==> config.mk <==
export PLATFORM = sky130hd
export DESIGN_NAME = bcd_to_bin_conv
export DESIGN_NICKNAME = d
export VERILOG_FILES = /design/src/rtl/bcd_to_bin_conv.sv
export SDC_FILE = /design/constraint.sdc
export NUM_CORES = 1
export LEC_CHECK = 0
export ABC_CLOCK_PERIOD_IN_PS = 2550
export BUFFER_PORTS_ARGS = -buffer_cell sky130_fd_sc_hd__buf_2
export CAP_MARGIN = 20
export CORE_MARGIN = 3
export CORE_UTILIZATION = 38
export DETAILED_ROUTE_END_ITERATION = 7
export HOLD_SLACK_MARGIN = 0.02
export PLACE_DENSITY = 0.57
export SYNTH_ARGS = -nofsm -noshare
export SYNTH_HDL_FRONTEND = slang
export SYNTH_SLANG_ARGS = --single-unit
==> constraint.sdc <==
create_clock -name CLK -period 2.55 [get_ports CLK]
set_input_delay 0.1275 -clock CLK [delete_from_list [all_inputs] [get_ports CLK]]
set_output_delay 0.1275 -clock CLK [all_outputs]
set_load 0.03 [all_outputs]
==> src/rtl/bcd_to_bin_conv.sv <==
// BCD-to-binary converter using reverse double-dabble, one shift per clock.
// Ports: CLK, RST_N, START, BCDIN in; BIN, DONE, BUSY, OVF, ERR out.
module bcd_to_bin_conv #(
  parameter int NDIG  = 4,
  parameter int OUT_W = 11
) (
  input  logic              CLK,
  input  logic              RST_N,
  input  logic              START,
  input  logic [4*NDIG-1:0] BCDIN,
  output logic [OUT_W-1:0]  BIN,
  output logic              DONE,
  output logic              BUSY,
  output logic              OVF,
  output logic              ERR
);

  localparam int LW = 4 * NDIG;
  localparam int SW = 8 * NDIG;
  localparam int XW = (LW > OUT_W) ? LW : OUT_W;

  localparam logic [XW-1:0] MAXV = XW'({OUT_W{1'b1}});
  localparam logic [4:0]    LAST = 5'(LW - 1);

  typedef enum logic [1:0] {
    S_IDLE,
    S_CONV,
    S_FIN
  } state_e;

  state_e           state_q, state_d;
  logic [SW-1:0]    sr_q, sr_d;
  logic [4:0]       itc_q, itc_d;
  logic             errf_q, errf_d;
  logic [OUT_W-1:0] bin_q, bin_d;
  logic             done_q, done_d;
  logic             ovf_q, ovf_d;
  logic             err_q, err_d;

  logic [SW-1:0]    sr_shift;
  logic [XW-1:0]    low_ext;
  logic             low_ovf;

  function automatic logic bad_digit(
    input logic [LW-1:0] v
  );
    logic b;
    b = 1'b0;
    for (int i = 0; i < NDIG; i++) begin
      if (v[4*i +: 4] > 4'd9) b = 1'b1;
    end
    return b;
  endfunction

  // Per-nibble correction, no carries across digits.
  function automatic logic [LW-1:0] fix_digits(
    input logic [LW-1:0] v
  );
    logic [LW-1:0] r;
    r = v;
    for (int i = 0; i < NDIG; i++) begin
      if (v[4*i+3]) r[4*i +: 4] = v[4*i +: 4] - 4'd3;
    end
    return r;
  endfunction

  assign sr_shift = sr_q >> 1;
  assign low_ext  = XW'(sr_q[LW-1:0]);
  assign low_ovf  = (low_ext > MAXV);

  always_comb begin
    state_d = state_q;
    sr_d    = sr_q;
    itc_d   = itc_q;
    errf_d  = errf_q;
    bin_d   = bin_q;
    ovf_d   = ovf_q;
    err_d   = err_q;
    done_d  = 1'b0;
    unique case (state_q)
      S_IDLE: begin
        if (START) begin
          sr_d  = {BCDIN, {LW{1'b0}}};
          itc_d = 5'd0;
          if (bad_digit(BCDIN)) begin
            errf_d  = 1'b1;
            state_d = S_FIN;
          end else begin
            errf_d  = 1'b0;
            state_d = S_CONV;
          end
        end
      end
      S_CONV: begin
        sr_d  = {fix_digits(sr_shift[SW-1:LW]),
                 sr_shift[LW-1:0]};
        itc_d = itc_q + 5'd1;
        if (itc_q == LAST) state_d = S_FIN;
      end
      S_FIN: begin
        done_d  = 1'b1;
        state_d = S_IDLE;
        if (errf_q) begin
          bin_d = '0;
          ovf_d = 1'b0;
          err_d = 1'b1;
        end else begin
          err_d = 1'b0;
          ovf_d = low_ovf;
          bin_d = low_ovf ? {OUT_W{1'b1}}
                          : low_ext[OUT_W-1:0];
        end
      end
      default: state_d = S_IDLE;
    endcase
  end

  always_ff @(posedge CLK or negedge RST_N) begin
    if (!RST_N) begin
      state_q <= S_IDLE;
      sr_q    <= '0;
      itc_q   <= '0;
      errf_q  <= 1'b0;
      bin_q   <= '0;
      done_q  <= 1'b0;
      ovf_q   <= 1'b0;
      err_q   <= 1'b0;
    end else begin
      state_q <= state_d;
      sr_q    <= sr_d;
      itc_q   <= itc_d;
      errf_q  <= errf_d;
      bin_q   <= bin_d;
      done_q  <= done_d;
      ovf_q   <= ovf_d;
      err_q   <= err_d;
    end
  end

  assign BIN  = bin_q;
  assign DONE = done_q;
  assign OVF  = ovf_q;
  assign ERR  = err_q;
  assign BUSY = (state_q != S_IDLE);

endmodule

* After elaboration in Yosys (flattened, before gate mapping)
Index checks and enable logic that the tools add are counted.
** Operators by class
- Equal/unequal tests :: 5
- Add/sub/neg operators :: 4
- Reduce and logical (&&, ||, !) cells :: 6
- Multiplexer cells :: 23
- Magnitude comparators :: 5
** Operators with widths (count)
- $pmux W32 S2 :: 1
- $mux W32 :: 1
- $mux W11 :: 2
- $gt A16 B11 Y1 const B :: 1
- $gt A4 B4 Y1 const B :: 4
- $mux W4 :: 3
- $sub A4 B2 Y4 const B :: 3
- $mux W1 :: 10
- $pmux W5 S2 :: 1
- $mux W2 :: 3
- $reduce_and A2 Y1 :: 3
- $add A5 B1 Y5 const B :: 1
- $eq A5 B4 Y1 const B :: 1
- $mux W5 :: 1
- $ne A2 B2 Y1 const B :: 2
- $pmux W2 S2 :: 1
- $reduce_bool A2 Y1 :: 2
- $eq A2 B1 Y1 const B :: 1
- $eq A2 B2 Y1 const B :: 1
- $logic_not A2 Y1 :: 1
** Word-level totals
- Word-level logic and storage cells :: 51
- Flip-flop bits (word level) :: 54

* Longest topological paths before layout
- Depth in word-level cells :: 10
- Gate-level depth with buffers :: 5
- Gate-level depth less buffers :: 4

* Worst setup path after synthesis
No wires, ideal clock.
- Path kind :: register -> register
- Start point :: reg sr_q[15]
- End point :: reg bin_q[1], in the netlist BIN[1]
- Setup slack :: 1186 ps
- Data required time :: 2426 ps
- Cell stages (with the launch flop) :: 5
- Data arrival time :: 1240 ps
- Clock period less this slack :: 1364 ps
- Cells stage by stage :: dfrtp_1 or4_4 buf_6 nor3_1 o21ai_1
** Between the ends
- Longest elaborated chain between the ends :: 3
** Ends and longest elaborated chain
- start, declared :: line 32 : logic [SW-1:0] sr_q, sr_d;
- start signal, assigned :: line 130 : sr_q <= sr_d;
- $gt A16 B11 Y1 :: line 69 : assign low_ovf = (low_ext > MAXV);
- $mux W11 :: line 110 : bin_d = low_ovf ? {OUT_W{1'b1}}
- $mux W11 :: line 103 : if (errf_q) begin
- end signal, assigned :: line 133 : bin_q <= bin_d;
- end, declared :: line 35 : logic [OUT_W-1:0] bin_q, bin_d;
No other way between the ends.
A chain may end at the register's enable or synchronous reset.

* Worst setup path in the final report
- Start point :: reg state_q[1]
- End point :: reg bin_q[9], in the netlist BIN[9]
** Between the ends
- Longest elaborated chain between the ends :: 1
** Ends and longest elaborated chain
- start, declared :: line 31 : state_e state_q, state_d;
- start signal, assigned :: line 129 : state_q <= state_d;
- $eq A2 B2 Y1 :: line 80 : unique case (state_q)
No other way between the ends.

==> results.toml <==
[status]
run_status = "completed"

[logic_synthesis]
synthDistinctLibCells = 35
synth_top_area_share = 0.543
synth_seq_cells = 54
synth_edf_count = 0
synthArstFlopShare = 1.00
syn_area_per_cell_um2 = 10.6
ys_seq_area_frac = 0.543
netlist_top_cells_area = "dfrtp_1 54%, a22o_1 5.6%, nand2_1 3.3%, o22ai_1 3.0%, ha_1 2.5%"
synth_top_area_cell = "dfrtp_1"
syn-num-nets = 259
synth_most_common_cell = "dfrtp_1"
synth_common_cells = "54 x dfrtp_1, 22 x nand2_1, 16 x a22o_1"
synth_top_flop_cell = "dfrtp_1"
ys_warn_count = 0
netlist_instances = 235
syn-cell-area_mm2 = 0.00249

[die]
core_mm2 = 0.00613
ios = 34
die_y_um = 86.9
rows = 28
die_w_um = 86.9
dieArea_mm2 = 0.00755
initial_core_util = 0.406

[finish]
area_growth_pct = 12.3
drive_gt1_frac = 0.193
fin_util = 0.456
final_nets = 287
diodes = 0

[worst_setup_path]
endpoint_kind = "flip-flop"
startpoint_type = "flip-flop"
crit_chain = "nand2b_1 -> or2_1 -> o21ai_0"
path_max_fanout = 15
crit_slowest_cell = "dfrtp_1"
cp.arrival_ns = 2.20
slowest_delay_ns = 0.66
critPathRequiredTime_ns = 2.78
r2r-start = "state_q[1]$_DFFE_PN0P_"
critical_path_class = "reg -> reg"
rrSetupSlack_ns = 0.58
crit_start = "state_q[1]$_DFFE_PN0P_"

[min_path]
hp-start = "BCDIN[8]"
hold_path.class = "in -> reg"

[pwr]
ir_drop_uv = 386
power_frac_seq = 0.462
power_density_mw_per_mm2 = 1030
p_sw_frac = 0.396
clkPwrFrac = 0.181
leakagePower_nw = 1.28
comb_power_share = 0.357
total_power_w = 0.00288
switching_power_w = 0.00114
p_int_w = 0.00174

[clock_tree]
h-tree-depth = 2
cts_buffer_depth = 2
post_cts_buffers = 0
clock_latency_ns = 0.31
cts.sinks = 54
cts-buffers-inserted = 5
hold_buffers = 1
cts_root_buf = "clkbuf_8"
cts_resized = 0
cts_tree = "yes"
clk_pin_slew_ns = 0.10

[sta]
skew_ns = 0.0122
min_period_ns = 1.97
setup_viol = 0
slew-limit-headroom = 0.550
holdWs_ns = 0.113
tightestPinTransition_ns = 0.675
hold_viol = 0
setup-tns-final_ns = 0
rsz0062_at_grt = "no"
maxSlewViolCount = 0
fmax_ghz = 0.507
timing.final.crit_share = 0.773

[drt]
routed_wl_um = 5310
drtAntennaViolNets = 0
routed_via_density = 5.53
dr.pass1.iters = 4
drc = 0
vias = 1875
drt_iter0_markers = 152
wl_per_cell_um = 15.7

[place]
hpwl_um = 3440
port_buffers = 33
place.gp.congestion = 0.741

[grt]
grt_pass1_vias = 1701
grt_max_degree = 55
antenna_found_initial = 0
overflow = 0
grt_first_pass_wirelength_um = 8760
grt_usage = 0.147

[flow_run]
cap_violations = 0
## state kept, by name, summed over array words and instances, names as in the netlist
name     count
sr_q        32
BIN         11
itc_q        5
state_q      2
DONE         1
ERR          1
OVF          1
errf_q       1
## metal layers
layer / global-route usage / share of wire / vias up
met3: 0.0284 / 0.046 / 5
li1: - / - / 909
met2: 0.218 / 0.45 / 45
met4: 0.0425 / 0.0096 / 0
met5: 0 / 0 / -
met1: 0.216 / 0.49 / 916
## power by group through the flow
stage / combinational, W / sequential (W) / clock, W
3_3_place_gp: 0.00101 / 0.00134 / 0
4_1_cts: 0.00102 / 0.00133 / 0.000535
5_1_grt: 0.00115 / 0.00136 / 0.000562
6_report: 0.00103 / 0.00133 / 0.000522
3_5_place_dp: 0.00102 / 0.00134 / 0
2_1_floorplan: 0.000723 / 0.00139 / 0
## cell type report
| class | count | area (µm²) |
|---|---|---|
| Clock buffer | 6 | 82.6 |
| Sequential cell | 54 | 1350 |
| Timing Repair Buffer | 37 | 205 |
| Clock inverter | 2 | 16.3 |
| Fill cell | 592 | 3340 |
| Multi-Input combinational cell | 160 | 1030 |
| Inverter | 5 | 18.8 |
| Tap cell | 75 | 93.8 |
## worst max-delay path, delay by kind of cell, from the launching register on
family	cells	cell delay, ns
simple gates	2	0.99
compound gates	1	0.24
flops	1	0.66
## logic make-up (layout without fill, tap and decap cells)
family | after synthesis | count (layout) | synth area share
and+or+nand+nor | 65 | 65 | 0.125
adders and majority gates | 5 | 5 | 0.0252
AOI/OAI and AO/OA | 77 | 77 | 0.210
buffers and inverters | 21 | 50 | 0.0468
xor gates and xnor gates | 6 | 6 | 0.0211
muxes | 7 | 7 | 0.0292
DFF | 54 | 54 | 0.543
## final timing paths
check                                             to  cells past startpoint
worst max-delay path              BIN[9]$_DFFE_PN0P_                      3
worst min-delay path            sr_q[24]$_DFFE_PN0P_                      3
worst max register to register    BIN[9]$_DFFE_PN0P_                      3
min in group asynchronous         BIN[6]$_DFFE_PN0P_                      3
worst min register to register    BIN[3]$_DFFE_PN0P_                      2
max in group asynchronous       itc_q[0]$_DFFE_PN0P_                      3
## through the flow
stage | setup slack, ns | area [µm²] | std cells
finish | 0.579 | 2790 | 339
global route | 0.436 | 2790 | 339
CTS | 0.573 | 2780 | 338
detailed placement | 0.596 | 2670 | 329
global placement | 0.652 | 2670 | 329
floorplan | 1.19 | 2490 | 235
## layout by cell type, fill, tap and decap left out, types with 2 or more instances in the layout
master and instances:
dfrtp_1 54, buf_2 33, nand2_1 22, a22o_1 16, o21ai_0 12, o22ai_1 12, nor3_1 11, nor2_1 11
a21oi_1 10, o21ai_1 9, nor2b_1 8, clkbuf_8 6, inv_1 5, mux2i_1 5, ha_1 5, nand2b_1 4
nand3_1 4, a2bb2oi_1 3, o22a_1 3, xnor2_1 3, a211oi_1 3, o31ai_1 3, xor2_1 3, mux2_2 2
a221oi_1 2, a22o_2 2, buf_4 2
Note: power is estimated with default switching activity, not from simulation.
